<file path="src/rtl/ex_div_seq.sv">
// ex_div_seq -- multi-cycle DIV/DIVU/REM/REMU sequencer for the EX stage.
//
// Sits beside the single-cycle ALU. A divide-class op is captured from the EX
// bundle, then an iterative restoring divider resolves UNROLL quotient bits
// per cycle. The pipeline is held through stall_o until the EX/MEM register
// takes the result. Divide-by-zero and signed overflow take a 1-cycle path.
//
// Handshake: res_valid_o is high for every cycle the FSM sits in DONE. The
// result is consumed on the rising edge where res_valid_o & ready_i are both
// high; res_o/res_rd_o stay constant until then. flush_i wins over start_i
// and ready_i in the same cycle and returns the FSM to IDLE.
//
// Ports:
//   clk, rst_n    clock, synchronous active-low reset
//   start_i       divide-class op present in EX (looked at only in IDLE)
//   op_i          00 DIV, 01 DIVU, 10 REM, 11 REMU
//   opr_a_i       dividend
//   opr_b_i       divisor
//   rd_i          destination register
//   flush_i       kill any in-flight op
//   ready_i       EX/MEM accepts the result this cycle
//   stall_o       freeze IF/ID/EX (combinational)
//   res_valid_o   result and rd valid
//   res_o         quotient or remainder
//   res_rd_o      rd of the result
//
// UNROLL must be 1, 2 or 4 and must divide XLEN.

module ex_div_seq #(
  parameter int XLEN   = 32,
  parameter int UNROLL = 1
) (
  input  logic            clk,
  input  logic            rst_n,
  input  logic            start_i,
  input  logic [1:0]      op_i,
  input  logic [XLEN-1:0] opr_a_i,
  input  logic [XLEN-1:0] opr_b_i,
  input  logic [4:0]      rd_i,
  input  logic            flush_i,
  input  logic            ready_i,
  output logic            stall_o,
  output logic            res_valid_o,
  output logic [XLEN-1:0] res_o,
  output logic [4:0]      res_rd_o
);

  localparam int STEPS = XLEN / UNROLL;
  localparam int CNT_W = (STEPS > 1) ? $clog2(STEPS) : 1;
  localparam logic [CNT_W-1:0] CNT_INIT = CNT_W'(STEPS - 1);

  localparam logic [1:0] ST_IDLE = 2'd0;
  localparam logic [1:0] ST_CALC = 2'd1;
  localparam logic [1:0] ST_DONE = 2'd2;

  localparam logic [XLEN-1:0] INT_MIN = {1'b1, {(XLEN-1){1'b0}}};

  // State
  logic [1:0]      state_q,    state_d;
  logic [CNT_W-1:0] cnt_q,     cnt_d;
  logic [XLEN-1:0] rem_q,      rem_d;
  logic [XLEN-1:0] quot_q,     quot_d;
  logic [XLEN-1:0] divisor_q,  divisor_d;
  logic            is_rem_q,   is_rem_d;
  logic            neg_quot_q, neg_quot_d;
  logic            neg_rem_q,  neg_rem_d;
  logic [4:0]      rd_q,       rd_d;
  logic [XLEN-1:0] res_q,      res_d;
  logic [4:0]      res_rd_q,   res_rd_d;

  // Operand decode in IDLE
  logic            in_signed;
  logic            in_is_rem;
  logic            a_neg;
  logic            b_neg;
  logic [XLEN-1:0] a_mag;
  logic [XLEN-1:0] b_mag;
  logic            b_zero;
  logic            sgn_ovf;
  logic [XLEN-1:0] fast_res;

  always_comb begin
    in_signed = ~op_i[0];
    in_is_rem = op_i[1];
    a_neg     = in_signed & opr_a_i[XLEN-1];
    b_neg     = in_signed & opr_b_i[XLEN-1];
    // |INT_MIN| wraps to INT_MIN, which is still the right unsigned magnitude.
    a_mag     = a_neg ? (-opr_a_i) : opr_a_i;
    b_mag     = b_neg ? (-opr_b_i) : opr_b_i;
    b_zero    = (opr_b_i == '0);
    sgn_ovf   = in_signed & (opr_a_i == INT_MIN) & (opr_b_i == '1);
    // Fast-path results bypass sign fix-up entirely.
    if (b_zero) begin
      fast_res = in_is_rem ? opr_a_i : '1;
    end else begin
      fast_res = in_is_rem ? '0 : INT_MIN;
    end
  end

  // UNROLL restoring steps on the current partial remainder/quotient.
  // The trial subtraction is XLEN+1 bits wide: the shifted remainder can
  // reach 2*|b|-1, which overflows XLEN bits for large unsigned divisors.
  logic [XLEN-1:0] rem_v;
  logic [XLEN-1:0] quot_v;
  logic [XLEN:0]   shifted_v;
  logic [XLEN:0]   trial_v;

  always_comb begin
    rem_v     = rem_q;
    quot_v    = quot_q;
    shifted_v = '0;
    trial_v   = '0;
    for (int s = 0; s < UNROLL; s++) begin
      shifted_v = {rem_v, quot_v[XLEN-1]};
      trial_v   = shifted_v - {1'b0, divisor_q};
      if (!trial_v[XLEN]) begin
        rem_v = trial_v[XLEN-1:0];
      end else begin
        rem_v = shifted_v[XLEN-1:0];
      end
      quot_v = {quot_v[XLEN-2:0], ~trial_v[XLEN]};
    end
  end

  // Sign fix-up on the final step's output, selected by op.
  logic [XLEN-1:0] quot_fix;
  logic [XLEN-1:0] rem_fix;
  logic [XLEN-1:0] calc_res;

  always_comb begin
    quot_fix = neg_quot_q ? (-quot_v) : quot_v;
    rem_fix  = neg_rem_q  ? (-rem_v)  : rem_v;
    calc_res = is_rem_q ? rem_fix : quot_fix;
  end

  // Next-state logic
  always_comb begin
    state_d    = state_q;
    cnt_d      = cnt_q;
    rem_d      = rem_q;
    quot_d     = quot_q;
    divisor_d  = divisor_q;
    is_rem_d   = is_rem_q;
    neg_quot_d = neg_quot_q;
    neg_rem_d  = neg_rem_q;
    rd_d       = rd_q;
    res_d      = res_q;
    res_rd_d   = res_rd_q;

    case (state_q)
      ST_IDLE: begin
        if (start_i && !flush_i) begin
          is_rem_d   = in_is_rem;
          rd_d       = rd_i;
          neg_quot_d = a_neg ^ b_neg;
          neg_rem_d  = a_neg;
          if (b_zero || sgn_ovf) begin
            state_d  = ST_DONE;
            res_d    = fast_res;
            res_rd_d = rd_i;
          end else begin
            state_d   = ST_CALC;
            cnt_d     = CNT_INIT;
            rem_d     = '0;
            quot_d    = a_mag;
            divisor_d = b_mag;
          end
        end
      end

      ST_CALC: begin
        rem_d  = rem_v;
        quot_d = quot_v;
        if (cnt_q == '0) begin
          state_d  = ST_DONE;
          res_d    = calc_res;
          res_rd_d = rd_q;
        end else begin
          cnt_d = cnt_q - CNT_W'(1);
        end
      end

      ST_DONE: begin
        // start_i is deliberately ignored here so the op that is still
        // sitting in EX cannot launch a second divide.
        if (ready_i) begin
          state_d = ST_IDLE;
        end
      end

      default: begin
        state_d = ST_IDLE;
      end
    endcase

    if (flush_i) begin
      state_d = ST_IDLE;
    end
  end

  // State registers
  always_ff @(posedge clk) begin
    if (!rst_n) begin
      state_q    <= ST_IDLE;
      cnt_q      <= '0;
      rem_q      <= '0;
      quot_q     <= '0;
      divisor_q  <= '0;
      is_rem_q   <= 1'b0;
      neg_quot_q <= 1'b0;
      neg_rem_q  <= 1'b0;
      rd_q       <= '0;
      res_q      <= '0;
      res_rd_q   <= '0;
    end else begin
      state_q    <= state_d;
      cnt_q      <= cnt_d;
      rem_q      <= rem_d;
      quot_q     <= quot_d;
      divisor_q  <= divisor_d;
      is_rem_q   <= is_rem_d;
      neg_quot_q <= neg_quot_d;
      neg_rem_q  <= neg_rem_d;
      rd_q       <= rd_d;
      res_q      <= res_d;
      res_rd_q   <= res_rd_d;
    end
  end

  // Outputs. stall_o drops in the DONE&ready_i cycle so the EX instruction
  // advances on the same edge the result is taken.
  assign stall_o     = !flush_i & (((state_q == ST_IDLE) & start_i) |
                                   (state_q == ST_CALC) |
                                   ((state_q == ST_DONE) & !ready_i));
  assign res_valid_o = (state_q == ST_DONE);
  assign res_o       = res_q;
  assign res_rd_o    = res_rd_q;

endmodule

</file>
<file path="config.mk">
export PLATFORM = sky130hd
export DESIGN_NAME = ex_div_seq
export DESIGN_NICKNAME = d
export VERILOG_FILES = /design/src/rtl/ex_div_seq.sv
export SDC_FILE = /design/constraint.sdc
export NUM_CORES = 1
export LEC_CHECK = 0
export ABC_AREA = 1
export CAP_MARGIN = 0
export CORE_MARGIN = 10
export CORE_UTILIZATION = 53
export DETAILED_ROUTE_END_ITERATION = 10
export PLACE_DENSITY = 0.77
export SLEW_MARGIN = 20
export SYNTH_ARGS = -nofsm -noshare
export SYNTH_HDL_FRONTEND = slang
export SYNTH_SLANG_ARGS = --single-unit
</file>
<file path="constraint.sdc">
create_clock -name clk -period 4.1 [get_ports clk]
set_input_delay 0.82 -clock clk [delete_from_list [all_inputs] [get_ports clk]]
set_output_delay 0.82 -clock clk [all_outputs]
set_load 0.05 [all_outputs]
</file>
==> flow_metrics.tcl, run 1 <==
set metrics [dict create \
    antenna_found_initial 1 \
    status "completed" \
    synthCells 2292 \
    p_leak_uw 0.00732 \
    layout_common_cells "nand2_1, inv_1, nor2_1, a21oi_1, nand3_1" \
    wl_per_cell_um 17.8 \
    highest_layer "met5" \
    row_count 57 \
    relSlewSlack_pct 38.7 \
    end_kind "flip-flop" \
    ys.flop_type "dfxtp_1" \
    max_stage_delay_ns 0.41 \
    io_buffers 114 \
    cts_tree "built" \
    dr.pass1.iters 6 \
    yosys-top-cells-area "dfxtp_1, nand2_1, inv_1" \
    crit_fanout 4 \
    diodes 0 \
    drtIter0Drc 2123 \
    postCtsHoldBufs 0 \
    layout_min_cycle_time_ns 3.93 \
    setup_viol 0 \
    synth_edf_count 0 \
    synthArstFlopShare_pct 0 \
    totalNegativeSetupSlack_ns 0 \
    postSynthAreaPerCell_um2 5.69 \
    cts.sinks 148 \
    yosysTopAreaCellShare_pct 22.7 \
    worstPathRequired_ns 4.47 \
    cts_inserted_buffers 17 \
    p_sw_uw 1690 \
    final_nets 2513 \
    clock-skew-final_ns 0.0130 \
    wl_mm 48.6 \
    synthesis.nets 2408 \
    htreeDepth 4 \
    finalHoldViolations 0 \
    grt_pass1_vias 13800 \
    io_pins 115 \
    synthDistinctLibCells 50 \
    fp.dieW_um 177 \
    grt_max_degree 85 \
    p_seq_share_pct 33.6 \
    swShare_pct 36.4 \
    die_h_um 177 \
    place_congestion 0.982 \
    met3WireLength_mm 5.12 \
    initial_utilization_pct 53.8 \
    fp.coreArea_mm2 0.0242 \
    syn_to_final_growth_pct 18.7 \
    placed_cell_area_mm2 0.0147 \
    die-area_mm2 0.0313 \
    powerDensity_mw_per_mm2 300 \
    fmax_mhz 254 \
    power.clock.fraction_pct 37.3 \
    fin_area_mm2 0.0155 \
    ir_worst_vdd_mv 0.252 \
    yosys.area.top_type "dfxtp_1" \
    arrival_ns 4.31 \
    clkTransAtPathRegs_ns 0.07 \
    slowest_stage "dfxtp_1" \
    clkLatencyLatePin_ns 0.44 \
    holdWs_ns 0.466 \
    fin_crit_sh_pct 95.9 \
    viasPerCell 5.64 \
    layout-drive-gt1-share_pct 8.17 \
    ant_nets 0 \
    dp_hpwl_mm 37.5 \
    m1WireLength_mm 21.2 \
    critPathKind "flip-flop to flip-flop" \
    combPwrFrac_pct 29.1 \
    power.internal_uw 2960 \
    track_usage_pct 30.1 \
    routed-via-count 15400 \
    cts-root-buf "clkbuf_16" \
    synth_seq_cells 148 \
    synth_seq_area_share_pct 22.7 \
    yosys_warnings 0 \
    tightest_slew_ns 0.918 \
    hold_class "flip-flop to flip-flop" \
    grt_pass1_wl_mm 74.8 \
    fillers 2412 \
    grt_overflow 0 \
    drc 0 \
    final_common_cell "nand2_1" \
    drv_slew 0 \
    cts_buffer_depth 2 \
    max_cap_viol_count 0 \
    rsz0062_at_grt "true" \
    wl_met2_mm 21.2 \
    synth_area_mm2 0.0130 \
    cp-start-kind "flip-flop" \
]
## cell families (layout without fill, tap and decap cells)
logic type               Yosys count  after routing  share of synthesized area, %
adder cells (fa/ha/maj)           40             40                          3.89
AND/OR/NAND/NOR                 1198           1198                          39.2
buffers and inverters            395            513                          11.8
XOR/XNOR                          51             51                          3.42
flip-flops                       148            148                          22.7
AO/OA/AOI/OAI                    460            460                          19.0
## registers in the layout (all words and copies together) (netlist names)
register / cells
res_rd_o: 5
is_rem_q: 1
quot_q: 32
rem_q: 32
neg_rem_q: 1
cnt_q: 5
divisor_q: 32
res_o: 32
rd_q: 5
state_q: 2
neg_quot_q: 1
## through the flow
step           util [%]  setup slack (ns)  cells  power (uW)
6_report           63.9             0.169   2734        4650
5_1_grt            63.9            -0.105   2734        4840
4_1_cts            63.0            0.0396   2728        4570
3_5_place_dp       60.5           -0.0158   2696        2860
3_3_place_gp       60.5            0.0924   2696        2860
2_1_floorplan         -             0.119   2292        2410
## final cells by class
type	instances	area [um2]	share of cell area [%]
clock buffer	20	457	2.95
clock inverter	12	165	1.07
sequential	148	2960	19.1
timing repair buffer	175	1640	10.6
multi-input combinational	1749	8710	56.2
inverter	306	1150	7.43
tap	324	405	2.62
## path summary, 6_finish.rpt
kind,from,end,slack (ns),cells after the start
max,divisor_q[0],res_o[28],0.17,31
min,res_o[7],res_o[7],0.47,2
max reg2reg,divisor_q[0],res_o[28],0.17,31
min reg2reg,res_o[7],res_o[7],0.47,2
## synthesized netlist by cell type, types with 2 or more instances
cell / number
a211oi_1: 6
a21o_1: 3
a21oi_1: 208
a21oi_2: 3
a221oi_1: 2
a31oi_1: 28
and2_1: 6
buf_1: 7
buf_2: 5
buf_4: 4
buf_6: 2
clkbuf_1: 70
clkinv_1: 5
dfxtp_1: 148
ha_1: 39
inv_1: 295
inv_2: 6
nand2_1: 666
nand2_2: 20
nand2_4: 8
nand3_1: 172
nand3_2: 3
nand3_4: 2
nand3b_1: 2
nand4_1: 25
nor2_1: 219
nor2_2: 8
nor2_4: 6
nor3_1: 45
nor4_1: 6
o211ai_1: 9
o21a_1: 2
o21ai_0: 167
o21ai_1: 8
o21bai_1: 4
o22ai_1: 13
or2_2: 8
xnor2_1: 28
xor2_1: 23
## metal layers
layer  up-vias  global-route usage (%)
met5         -                       0
met3        83                    7.30
met2       728                    45.5
met4         2                    7.64
li1       7618                       -
met1      6991                    41.9
## critical path: cells and delay by family (launching register included)
family,cells,cell delay (ns)
DFF,1,0.41
adders and majority gates,3,0.64
buffers and inverters,5,0.45
and+or+nand+nor,20,1.98
AOI/OAI and AO/OA,3,0.37
## power by group through the flow
stage                     combinational, uW  clock, uW  sequential, uW
after floorplan                         826          0            1580
after global placement                 1270          0            1590
after detailed placement               1280          0            1590
after CTS                              1290       1730            1560
after global routing                   1480       1790            1570
final                                  1350       1730            1560
## repair_timing
action | 4_1_cts | 5_1_grt
setup buffers | 0 | 6
resized for setup | 1 | 43
endpoints found under the setup margin | 3 | 16
pin swaps | 0 | 22
(Power assumes the default switching activity.)
==> inputs of run 2 (changes only) <==
Settings changed: CTS_BUF_LIST from default to sky130_fd_sc_hd__clkbuf_16, SETUP_SLACK_MARGIN from default to 0.4.
==> flow_metrics.tcl, run 2 (synthesis gave the netlist of run 1 again) <==
set metrics [dict create \
    status "completed" \
    final_nets 2521 \
    drc 0 \
    critical_path_buf_inv_count 5 \
    die-area_mm2 0.0313 \
    antenna_found_initial 0 \
    reg2regPathDepth 30 \
    grt_max_degree 85 \
    critical-path-top-delay-family "simple AND/OR/NAND/NOR gates" \
    fin_cells 2742 \
    drv_slew 0 \
    holdPathEnd "divisor_q[12]" \
    track_usage_pct 31.1 \
    initial_utilization_pct 53.8 \
    p_leak_uw 0.00734 \
    powerDensity_mw_per_mm2 291 \
    worstPathRequired_ns 4.42 \
    min-delay-start "divisor_q[12]" \
    cts.sinks 148 \
    dp.cells 2688 \
    fmax_mhz 261 \
    io_pins 115 \
    p_seq_share_pct 33.9 \
    critPathKind "flip-flop to flip-flop" \
    ir_worst_vdd_mv 0.237 \
    routed-via-count 15800 \
    fin_crit_sh_pct 93.3 \
    power.clock.fraction_pct 35.0 \
    cts_buffer_depth 2 \
    max_cap_viol_count 0 \
    worst-r2r-setup-slack_ns 0.27 \
    layout_min_cycle_time_ns 3.83 \
    max_stage_delay_ns 0.36 \
    htreeDepth 4 \
    syn_to_final_growth_pct 21.0 \
    cts_inserted_buffers 17 \
    place_congestion 1.01 \
    p_sw_uw 1750 \
    grt_pass1_vias 14100 \
    layout-drive-gt1-share_pct 9.68 \
    arrival_ns 4.15 \
    final_common_cell "nand2_1" \
    die_h_um 177 \
    fp.coreArea_mm2 0.0242 \
    swShare_pct 38.0 \
    dp_hpwl_mm 38.4 \
    io_buffers 114 \
    tightest_slew_ns 1.01 \
    fp.dieW_um 177 \
    ant_nets 0 \
    wl_mm 50.4 \
    finalHoldViolations 0 \
    dr.pass1.iters 6 \
    row_count 57 \
    wl_per_cell_um 18.4 \
    setup_viol 0 \
    rsz0062_at_grt "true" \
    totalNegativeSetupSlack_ns 0 \
    cts_tree "built" \
    grt_overflow 0 \
    drtIter0Drc 2046 \
    layout_common_cells "nand2_1, inv_1, nor2_1, a21oi_1, nand3_1" \
    slowest_stage "fa_2" \
    diodes 0 \
    postCtsHoldBufs 0 \
    combPwrFrac_pct 31.0 \
    rr_endpoint "res_o[22]" \
    r2r-start "quot_q[31]" \
    crit_path_frequent_cell "nand2_2" \
    hold_class "flip-flop to flip-flop" \
    clkLatencyLatePin_ns 0.44 \
    grt_pass1_wl_mm 77.5 \
    crit_fanout 3 \
    cp-start-kind "flip-flop" \
    relSlewSlack_pct 32.8 \
    whs_path_depth 2 \
    cts-root-buf "clkbuf_16" \
    clock-skew-final_ns 0.0152 \
    end_kind "flip-flop" \
    power.internal_uw 2840 \
    clkTransAtPathRegs_ns 0.07 \
    viasPerCell 5.76 \
]
==> run 2: cell count changes in the layout (fill, tap and decap cells not counted), sizes merged <==
cell,delta
buf,+6
bufinv,-2
clkbuf,-2
clkinv,+4
clkinvlp,+1
inv,+1
==> run 2: area by class of cell <==
| class | count | area, um2 |
|---|---|---|
| Clock inverter | 15 | 145 |
| Timing Repair Buffer | 182 | 1710 |
| Multi-Input combinational cell | 1749 | 8970 |
| Timing Repair inverter | 1 | 5.00 |
| Inverter | 306 | 1160 |
| Clock buffer | 17 | 425 |
| Fill cell | 2392 | 8460 |
| Sequential cell | 148 | 2970 |
| Tap cell | 324 | 405 |
==> run 2: tightest hold or removal path: stages (launching register included) <==
cell	delay, ns
dfxtp_1	0.30
inv_1	0.07
a21oi_1	0.06
==> run 2: power groups by stage <==
stage / clock (uW) / sequential, uW / combinational [uW]
3_3_place_gp: 0 / 1590 / 1260
3_5_place_dp: 0 / 1590 / 1280
4_1_cts: 1610 / 1550 / 1300
5_1_grt: 1660 / 1570 / 1540
2_1_floorplan: 0 / 1590 / 834
6_report: 1610 / 1560 / 1420
==> run 2: what timing repair did <==
item / CTS / global route
setup buffers: 5 / 15
setup endpoints to repair: 8 / 29
pin swaps: 11 / 23
gates resized for setup: 16 / 54
gates cloned: 0 / 2
==> run 2: worst max path at each step <==
| stage | depth (start not counted) | start | endpoint |
|---|---|---|---|
| floorplan | 32 | quot_q[31] | res_o[30] |
| global placement | 28 | divisor_q[27] | res_o[30] |
| detailed placement | 31 | quot_q[31] | res_o[30] |
| CTS | 28 | rem_q[13] | res_o[22] |
| global route | 31 | quot_q[31] | res_o[30] |
| finish | 30 | quot_q[31] | res_o[22] |
==> run 2: per-layer routing <==
metal / track usage, % / part of all wire (%) / up-vias
met5: 0 / 0 / -
met1: 43.3 / 43 / 7218
met4: 9.39 / 2.7 / 0
li1: - / - / 7637
met2: 47.8 / 43 / 878
met3: 5.42 / 11 / 74
==> run 2: per-stage QoR <==
step | power [uW] | utilization [%] | hold WS (ns) | setup WS (ns) | area, um2
2_1_floorplan | 2420 | - | 0.430 | 0.349 | 13100
3_3_place_gp | 2850 | 60.4 | 0.442 | 0.171 | 14600
3_5_place_dp | 2870 | 60.4 | 0.455 | 0.132 | 14600
4_1_cts | 4460 | 63.2 | 0.464 | 0.405 | 15300
5_1_grt | 4770 | 65.1 | 0.474 | 0.0279 | 15800
6_report | 4590 | 65.1 | 0.465 | 0.274 | 15800
